## config.mk

```make
export PLATFORM = sky130hd
export DESIGN_NAME = ysyx_23060061_wbu_flat
export DESIGN_NICKNAME = d
export VERILOG_FILES = /design/src/rtl/ysyx_23060061_wbu_if.sv /design/src/rtl/ysyx_23060061_wbu.sv /design/src/flat_wrapper.sv
export SDC_FILE = /design/constraint.sdc
export NUM_CORES = 1
export LEC_CHECK = 0
export ABC_AREA = 1
export BUFFER_PORTS_ARGS = -buffer_cell sky130_fd_sc_hd__clkbuf_2
export CORE_AREA = 2 2 115 117
export CTS_BUF_LIST = sky130_fd_sc_hd__clkbuf_8
export DETAILED_ROUTE_END_ITERATION = 8
export DIE_AREA = 0 0 117 119
export GPL_TIMING_DRIVEN = 0
export HOLD_SLACK_MARGIN = 0.08
export PLACE_DENSITY_LB_ADDON = 0.3
export SLEW_MARGIN = 20
export SYNTH_ARGS = -nofsm -noshare
export SYNTH_HDL_FRONTEND = slang
export SYNTH_SLANG_ARGS = --single-unit
```

## constraint.sdc

```tcl
create_clock -name clk -period 1.66 [get_ports clk]
set_clock_uncertainty 0.2 [all_clocks]
set_input_delay 0.166 -clock clk [delete_from_list [all_inputs] [get_ports clk]]
set_output_delay 0.166 -clock clk [all_outputs]
set_load 0.02 [all_outputs]
```

## src/rtl/ysyx_23060061_wbu_if.sv

```systemverilog
// Handshake and bus bundle between the execute stage, data memory read channel,
// register file write port and the write-back unit.
interface ysyx_23060061_wbu_if #(
  parameter int ADDR_WIDTH = 5,
  parameter int DATA_WIDTH = 32
);
  logic                  in_valid;
  logic                  in_ready;
  logic [ADDR_WIDTH-1:0] in_rd;
  logic                  in_wen;
  logic                  in_is_load;
  logic [2:0]            in_funct3;
  logic [DATA_WIDTH-1:0] in_result;

  logic                  mem_rvalid;
  logic                  mem_rready;
  logic [DATA_WIDTH-1:0] mem_rdata;
  logic                  mem_rerr;

  logic [DATA_WIDTH-1:0] rf_wdata;
  logic [ADDR_WIDTH-1:0] rf_waddr;
  logic                  rf_wen;
  logic                  wb_done;
  logic                  wb_err;

  modport master (
    output in_valid, in_rd, in_wen, in_is_load, in_funct3, in_result,
    output mem_rvalid, mem_rdata, mem_rerr,
    input  in_ready, mem_rready, rf_wdata, rf_waddr, rf_wen, wb_done, wb_err
  );

  modport slave (
    input  in_valid, in_rd, in_wen, in_is_load, in_funct3, in_result,
    input  mem_rvalid, mem_rdata, mem_rerr,
    output in_ready, mem_rready, rf_wdata, rf_waddr, rf_wen, wb_done, wb_err
  );
endinterface

```

## src/rtl/ysyx_23060061_wbu.sv

```systemverilog
// Write-back unit: takes one retired instruction, waits for load data when needed,
// then performs a single-cycle register file write and signals retirement.
module ysyx_23060061_wbu #(
  parameter int ADDR_WIDTH = 5,
  parameter int DATA_WIDTH = 32
) (
  input logic                   clk,
  input logic                   rst,
  ysyx_23060061_wbu_if.slave    bus
);

  typedef enum logic [1:0] {
    IDLE     = 2'd0,
    WAIT_MEM = 2'd1,
    WRITE    = 2'd2
  } state_e;

  state_e                state_q, state_d;
  logic [ADDR_WIDTH-1:0] rd_q, rd_d;
  logic                  wen_q, wen_d;
  logic [2:0]            funct3_q, funct3_d;
  logic [1:0]            off_q, off_d;
  logic [DATA_WIDTH-1:0] data_q, data_d;
  logic                  err_q, err_d;

  // Select and extend the addressed byte/halfword; a halfword at offset 3 keeps zero fill.
  function automatic logic [DATA_WIDTH-1:0] load_extend(
    input logic [2:0]            f3,
    input logic [1:0]            off,
    input logic [DATA_WIDTH-1:0] rdata
  );
    logic [DATA_WIDTH-1:0] sh;
    sh = rdata >> {off, 3'b000};
    case (f3)
      3'b000:  load_extend = {{(DATA_WIDTH-8){sh[7]}}, sh[7:0]};
      3'b100:  load_extend = {{(DATA_WIDTH-8){1'b0}}, sh[7:0]};
      3'b001:  load_extend = {{(DATA_WIDTH-16){sh[15]}}, sh[15:0]};
      3'b101:  load_extend = {{(DATA_WIDTH-16){1'b0}}, sh[15:0]};
      default: load_extend = rdata;
    endcase
  endfunction

  // State and capture registers.
  always_ff @(posedge clk or posedge rst) begin
    if (rst) begin
      state_q  <= IDLE;
      rd_q     <= {ADDR_WIDTH{1'b0}};
      wen_q    <= 1'b0;
      funct3_q <= 3'b000;
      off_q    <= 2'b00;
      data_q   <= {DATA_WIDTH{1'b0}};
      err_q    <= 1'b0;
    end else begin
      state_q  <= state_d;
      rd_q     <= rd_d;
      wen_q    <= wen_d;
      funct3_q <= funct3_d;
      off_q    <= off_d;
      data_q   <= data_d;
      err_q    <= err_d;
    end
  end

  // Next-state and capture logic.
  always_comb begin
    state_d  = state_q;
    rd_d     = rd_q;
    wen_d    = wen_q;
    funct3_d = funct3_q;
    off_d    = off_q;
    data_d   = data_q;
    err_d    = err_q;
    case (state_q)
      IDLE: begin
        if (bus.in_valid) begin
          rd_d     = bus.in_rd;
          wen_d    = bus.in_wen;
          funct3_d = bus.in_funct3;
          off_d    = bus.in_result[1:0];
          data_d   = bus.in_result;
          err_d    = 1'b0;
          state_d  = bus.in_is_load ? WAIT_MEM : WRITE;
        end else begin
          state_d  = IDLE;
        end
      end
      WAIT_MEM: begin
        if (bus.mem_rvalid) begin
          data_d  = load_extend(funct3_q, off_q, bus.mem_rdata);
          err_d   = bus.mem_rerr;
          state_d = WRITE;
        end else begin
          state_d = WAIT_MEM;
        end
      end
      WRITE:   state_d = IDLE;
      default: state_d = IDLE;
    endcase
  end

  // Moore outputs decoded from the state register only.
  always_comb begin
    bus.in_ready   = 1'b0;
    bus.mem_rready = 1'b0;
    bus.rf_wen     = 1'b0;
    bus.wb_done    = 1'b0;
    bus.wb_err     = 1'b0;
    case (state_q)
      IDLE:     bus.in_ready   = 1'b1;
      WAIT_MEM: bus.mem_rready = 1'b1;
      WRITE: begin
        // x0 is not hard-wired in the register file, so it must be masked here.
        bus.rf_wen  = wen_q && (rd_q != {ADDR_WIDTH{1'b0}}) && !err_q;
        bus.wb_done = 1'b1;
        bus.wb_err  = err_q;
      end
      default: bus.in_ready = 1'b0;
    endcase
  end

  assign bus.rf_waddr = rd_q;
  assign bus.rf_wdata = data_q;

endmodule

```

## src/flat_wrapper.sv

```systemverilog
// flat-port wrapper written by rule: the top's interface ports become plain ports
module ysyx_23060061_wbu_flat 
#(
  parameter int ADDR_WIDTH = 5,
  parameter int DATA_WIDTH = 32
)
  (clk, rst, bus_in_valid, bus_in_rd, bus_in_wen, bus_in_is_load, bus_in_funct3, bus_in_result, bus_mem_rvalid, bus_mem_rdata, bus_mem_rerr, bus_in_ready, bus_mem_rready, bus_rf_wdata, bus_rf_waddr, bus_rf_wen, bus_wb_done, bus_wb_err);
  ysyx_23060061_wbu_if #(.ADDR_WIDTH(ADDR_WIDTH), .DATA_WIDTH(DATA_WIDTH)) bus_i ();
  input logic clk;
  input logic rst;
  input wire logic [$bits(bus_i.in_valid)-1:0] bus_in_valid;
  input wire logic [$bits(bus_i.in_rd)-1:0] bus_in_rd;
  input wire logic [$bits(bus_i.in_wen)-1:0] bus_in_wen;
  input wire logic [$bits(bus_i.in_is_load)-1:0] bus_in_is_load;
  input wire logic [$bits(bus_i.in_funct3)-1:0] bus_in_funct3;
  input wire logic [$bits(bus_i.in_result)-1:0] bus_in_result;
  input wire logic [$bits(bus_i.mem_rvalid)-1:0] bus_mem_rvalid;
  input wire logic [$bits(bus_i.mem_rdata)-1:0] bus_mem_rdata;
  input wire logic [$bits(bus_i.mem_rerr)-1:0] bus_mem_rerr;
  output wire logic [$bits(bus_i.in_ready)-1:0] bus_in_ready;
  output wire logic [$bits(bus_i.mem_rready)-1:0] bus_mem_rready;
  output wire logic [$bits(bus_i.rf_wdata)-1:0] bus_rf_wdata;
  output wire logic [$bits(bus_i.rf_waddr)-1:0] bus_rf_waddr;
  output wire logic [$bits(bus_i.rf_wen)-1:0] bus_rf_wen;
  output wire logic [$bits(bus_i.wb_done)-1:0] bus_wb_done;
  output wire logic [$bits(bus_i.wb_err)-1:0] bus_wb_err;
  assign bus_i.in_valid = bus_in_valid;
  assign bus_i.in_rd = bus_in_rd;
  assign bus_i.in_wen = bus_in_wen;
  assign bus_i.in_is_load = bus_in_is_load;
  assign bus_i.in_funct3 = bus_in_funct3;
  assign bus_i.in_result = bus_in_result;
  assign bus_i.mem_rvalid = bus_mem_rvalid;
  assign bus_i.mem_rdata = bus_mem_rdata;
  assign bus_i.mem_rerr = bus_mem_rerr;
  assign bus_in_ready = bus_i.in_ready;
  assign bus_mem_rready = bus_i.mem_rready;
  assign bus_rf_wdata = bus_i.rf_wdata;
  assign bus_rf_waddr = bus_i.rf_waddr;
  assign bus_rf_wen = bus_i.rf_wen;
  assign bus_wb_done = bus_i.wb_done;
  assign bus_wb_err = bus_i.wb_err;
  ysyx_23060061_wbu #(.ADDR_WIDTH(ADDR_WIDTH), .DATA_WIDTH(DATA_WIDTH)) u_core (.clk(clk), .rst(rst), .bus(bus_i));
endmodule
```

# Yosys cells after proc, flatten, opt, wreduce, memory -nomap -nowiden
# Cells that the tools add are included.
# word_totals
wordCells	40
ff_bits	46
# classes
n_reduce_logical	9
shifts	1
mux	16
n_eq_ne	7
# ops
operator	n
one-hot mux 32 bit (4 select lines)	1
2-to-1 mux 32 bit	2
one-hot mux 32 bit (2 select lines)	1
>> shifter 32 x 5 -> 16 bit	1
2-to-1 mux 1 bit	7
equality test 3 bit, second input constant	2
2-to-1 mux 2 bit	3
nonzero test 5 bit	1
!= test 2 bit, second input constant	2
one-hot mux 2 bit (2 select lines)	1
equality test 3 x 1 -> 1 bit, second input constant	1
logical NOT 3 bit	1
AND reduction 3 bit	1
equality test 2 x 1 -> 1 bit, second input constant	1
equality test 2 bit, second input constant	1
logical AND 1 bit	2
logical NOT 2 bit	1
one-hot mux 1 bit (2 select lines)	1
AND reduction 2 bit	1
nonzero test 2 bit	1
logical NOT 1 bit	1

# Depth between registers and ports, before layout
# logic_depth
ltp_word	4
ltp_mapped	10

# Worst setup path after synthesis
# Ideal clock, no wire load.
# synth_path
path_kind	register to register
startpoint	register u_core.state_q[1]
endpoint	register u_core.data_q[2], in the netlist u_core.bus.rf_wdata[2]
path_stages_with_launch	8
synth_period_minus_slack_ns	1.683
t_arrival_ns	1.365
n_path_buf	1
path_slack_ns	-0.023
setup_ns	0.118
cell_sequence	dfrtp_1 > nor2_2 > nand2_2 > nand2_4 > buf_2 > nand2_1 > a21oi_1 > nor2_1
# synth_via
elab_chain_len	3
elab_cells_between_ends	7
# synth_lines
item	line_no	rtl
from (decl)	ysyx_23060061_wbu.sv:18	state_e state_q, state_d;
from (signal assigned)	ysyx_23060061_wbu.sv:54	state_q <= state_d;
equality test 2 x 1 -> 1 bit or logical NOT 2 bit (tied branches)	ysyx_23060061_wbu.sv:73	case (state_q)
!= test 2 bit (no line) or nonzero test 2 bit (tied branches)	n/a	
AND reduction 3 bit (no line)	n/a	
to (signal assigned)	ysyx_23060061_wbu.sv:51	data_q <= {DATA_WIDTH{1'b0}};
to (signal assigned)	ysyx_23060061_wbu.sv:59	data_q <= data_d;
to (decl)	ysyx_23060061_wbu.sv:23	logic [DATA_WIDTH-1:0] data_q, data_d;
# Parallel ways exist; a longest one is shown, timed or not.
# A chain may end at the register's enable or synchronous reset.

# Final worst setup path
# layout_path
startpoint	register u_core.state_q[0]
endpoint	output bus_mem_rready
# layout_via
elab_chain_len	2
# layout_lines
item	line_no	rtl
equality test 2 x 1 -> 1 bit	ysyx_23060061_wbu.sv:108	case (state_q)
2-to-1 mux 1 bit	ysyx_23060061_wbu.sv:108	
to (decl)	flat_wrapper.sv:21	output wire logic [$bits(bus_i.mem_rready)-1:0] bus_mem_rready;
# Every way passes these cells.

==> run metrics <==
Rows=42; Register-to-Register Path Depth=9; CORE AREA=approximately 13,000 um2; RSZ-0062 raised after global routing=yes; Required @ worst endpoint=around 1.3 ns; GPL Wtd Cong=roughly 0.86; crit share post-route=99.7%; grt ovf=0; status=finished, final reports clean; worst-path fanout max=4; CP Capture Type=output port; Post-Syn Area per Cell=7.08 um2; Min Clock Period, post-route=between 1.5 and 2 ns; DRC viols=0; mux contribution to synthesized area=~2.2%; Yosys top cell area share=38.2%; post-synth top area cell=dfrtp_1; Reg area=1150 um2; CTS H-tree depth=2; synthesis warning total=0; initial core utilization=23.4%; vias in the first global route=3,588; sequential area share after synthesis=a little under two fifths; power density over the cells=~1200 nW/um2; Via Count=~3,600; syn nets=504; Synth Area in Adders=0%; antenna violations before repair=0; Synth Instances=between 400 and 500; DRT antenna net count=0; Final Hold Vio Count=0; Worst-path clk slew=about 0.09 ns; Final Core Density=38.3%; Final TNS setup=0 ns; Synth cell types=29; maximum clock path buffer count=2; Worst Hold Class=input port to flop; final setup fails=0; synth top area cells=dfrtp_1 38%, nand2_1 19%, nor2_1 5.4%, a21oi_1 4.5%, o21ai_0 4.5%; fin. max-slew vios=0; Mapped Area=between 3000 and 4000 um2; clock latency on the worst-skew pair=~0.30 ns; Slew HR=about 66%; worst setup path end=bus_mem_rready; post-synthesis xor/xnor area fraction=0%; CP Class=flop to output port; Die Area=around 14,000 um2; Worst setup SP type=flop; TritonCTS Buffers=5; number of fill cells=approximately 1,400; post-synthesis compound-gate area fraction=between 15 and 20%; Peak VDD IR=between 0.0005 and 0.0006 V; final net count=~700; I/O pin count=roughly 120; Worst Tran Pin Value=0.506 ns; CTS sink count=46; reg2reg start=u_core.state_q[0]$_DFF_PP0_; PortBufs=120; FF-to-FF setup slack=roughly 0.02 ns; vias per cell=around 4.4; first-pass GRT wire length=17,700 um; drt wl/cell=14.2 um; DRT Pass-1 Iters=5; CP startpoint=u_core.state_q[0]$_DFF_PP0_; Die Width=around 120 um; CTS root buffer=clkbuf_8; Synth Area in Simple Gates=between 30 and 40%; Max-Cap Viols=0; pin count of the biggest net entering global routing=27; CTS tree=built; Area growth syn-to-layout=63.9%; max frequency=0.604 GHz; routed wire length=roughly 11,000 um; Overall Global Routing Usage=between 10% and 20%; footprint of the multi-input gates=~1600 um2; First DRT Iteration DRCs=between 150 and 200; ys flop type=dfrtp_1; number of synthesized flops with an enable pin=0; worst setup margin=0.00514 ns; Antenna Cells=0; leakage dissipation=approximately 2.5 nW; DP Cell Count=~720; hpwl dp=8520 um; largest family of logic cells by synthesized area=simple AND/OR/NAND/NOR gates; die span in y=~120 um; final cell count without fillers=a little over 800; Yosys reg bits=46; fraction of registers with async set/reset=100%; r2r endpoint=u_core.bus.rf_wdata[1]$_DFFE_PP0P_; Worst EP arrival=about 1.3 ns; pre-CTS WS=-0.154 ns; share of cells above drive strength 1=between 30% and 40%
[layout by cell type (no fill, tap or decap)]
master / n
nand2_1: 146
a21oi_2: 6
nand3_4: 4
o21ai_0: 23
nand2_8: 2
nand3_2: 1
clkbuf_1: 1
nor2_4: 2
inv_1: 32
o21ai_1: 8
clkbuf_16: 1
clkinv_8: 1
nor3_4: 1
a31oi_1: 1
buf_6: 12
nand3_1: 20
o21ai_4: 1
o21bai_1: 6
buf_2: 1
dlygate4sd3_1: 62
mux2_2: 6
a21oi_1: 21
buf_12: 4
buf_4: 14
clkbuf_8: 7
clkinv_2: 1
nand2_2: 3
nor2_2: 2
buf_8: 4
inv_2: 7
o21bai_2: 10
o2111ai_1: 7
o211ai_1: 1
clkbuf_2: 123
nand2_4: 2
dfrtp_1: 46
nor2_1: 42
[where the power goes]
part           switching [W]  leakage (nW)  internal, W
combinational        0.00191          1.93      0.00130
clock               0.000396        0.0524     0.000331
sequential          0.000233         0.540      0.00151
total                0.00254          2.52      0.00314
[final cells by class]
cell class / count / share of cell area, %
Tap cell: 176 / 4.46
Timing Repair Buffer: 198 / 28.4
Multi-Input combinational cell: 315 / 33.4
Buffer: 25 / 5.35
Clock inverter: 2 / 0.178
Sequential cell: 46 / 23.3
Inverter: 39 / 3.22
Clock buffer: 6 / 1.67
[synthesized netlist by cell type (2+ instances only)]
master	instances
o2111ai_1	7
o21bai_1	6
nor2_1	43
buf_4	2
clkbuf_1	6
o21bai_2	10
nand3_2	3
dfrtp_1	46
mux2_2	6
buf_6	5
buf_2	12
nand3_1	20
a21oi_1	27
nor2_2	2
inv_2	3
o21ai_1	4
inv_1	35
nand2_4	3
o21ai_0	27
nand2_1	149
[registers in the layout, indices dropped and copies added, names as in the netlist]
signal	cells
u_core.err_q	1
u_core.off_q	2
u_core.wen_q	1
u_core.state_q	2
u_core.bus.rf_waddr	5
u_core.bus.rf_wdata	32
u_core.funct3_q	3
[routing by layer]
metal | global-route usage, % | vias up | wire, um
li1 | - | 1765 | -
met1 | 21.4 | 1637 | 5020
met2 | 27.5 | 129 | 5380
met3 | 3.41 | 20 | 770
met4 | 4.78 | 0 | 272
met5 | 0 | - | 0
[critical path, stage by stage, from the launching register on]
cell	delay, ns
dfrtp_1	0.41
inv_2	0.05
nor2_2	0.14
buf_6	0.15
buf_8	0.11
clkbuf_8	0.13
[timing repair]
item                       CTS  global route
cloned                       0             3
hold buffers                62             0
hold endpoints to repair    92             0
gates resized for setup     23            52
setup endpoints to repair   34            39
setup buffers                7             6
pin swaps                    4             0
[cell families (layout without fill, tap and decap cells)]
logic type | count (synthesis) | after routing
mux | 6 | 6
simple gates | 224 | 225
flops | 46 | 46
buf+inv | 65 | 270
compound gates | 84 | 84
[stage by stage]
stage | cell area, um2 | hold WS [ns] | total power [W]
floorplan | 3020 | 0.0762 | 0.00354
global placement | 3840 | 0.181 | 0.00441
detailed placement | 3860 | 0.0241 | 0.00445
CTS | 4690 | 0.0803 | 0.00547
global route | 4930 | 0.0995 | 0.00615
finish | 4930 | 0.0879 | 0.00568
[worst min-delay path by stage]
stage / depth (start not counted) / end / start / slack, ns
after global routing: 5 / u_core.bus.rf_wdata[8]$_DFFE_PP0P_ / bus_mem_rdata[8] / 0.1
final: 5 / u_core.bus.rf_wdata[28]$_DFFE_PP0P_ / bus_mem_rdata[28] / 0.09
after detailed placement: 2 / u_core.bus.rf_wdata[16]$_DFFE_PP0P_ / rst / 0.02
after floorplan: 1 / u_core.state_q[0]$_DFF_PP0_ / bus_mem_rvalid / 0.08
after global placement: 2 / u_core.state_q[1]$_DFF_PP0_ / bus_in_is_load / 0.18
after CTS: 5 / u_core.bus.rf_wdata[4]$_DFFE_PP0P_ / bus_mem_rdata[20] / 0.08
No activity file was read; power rests on OpenSTA's default activity.
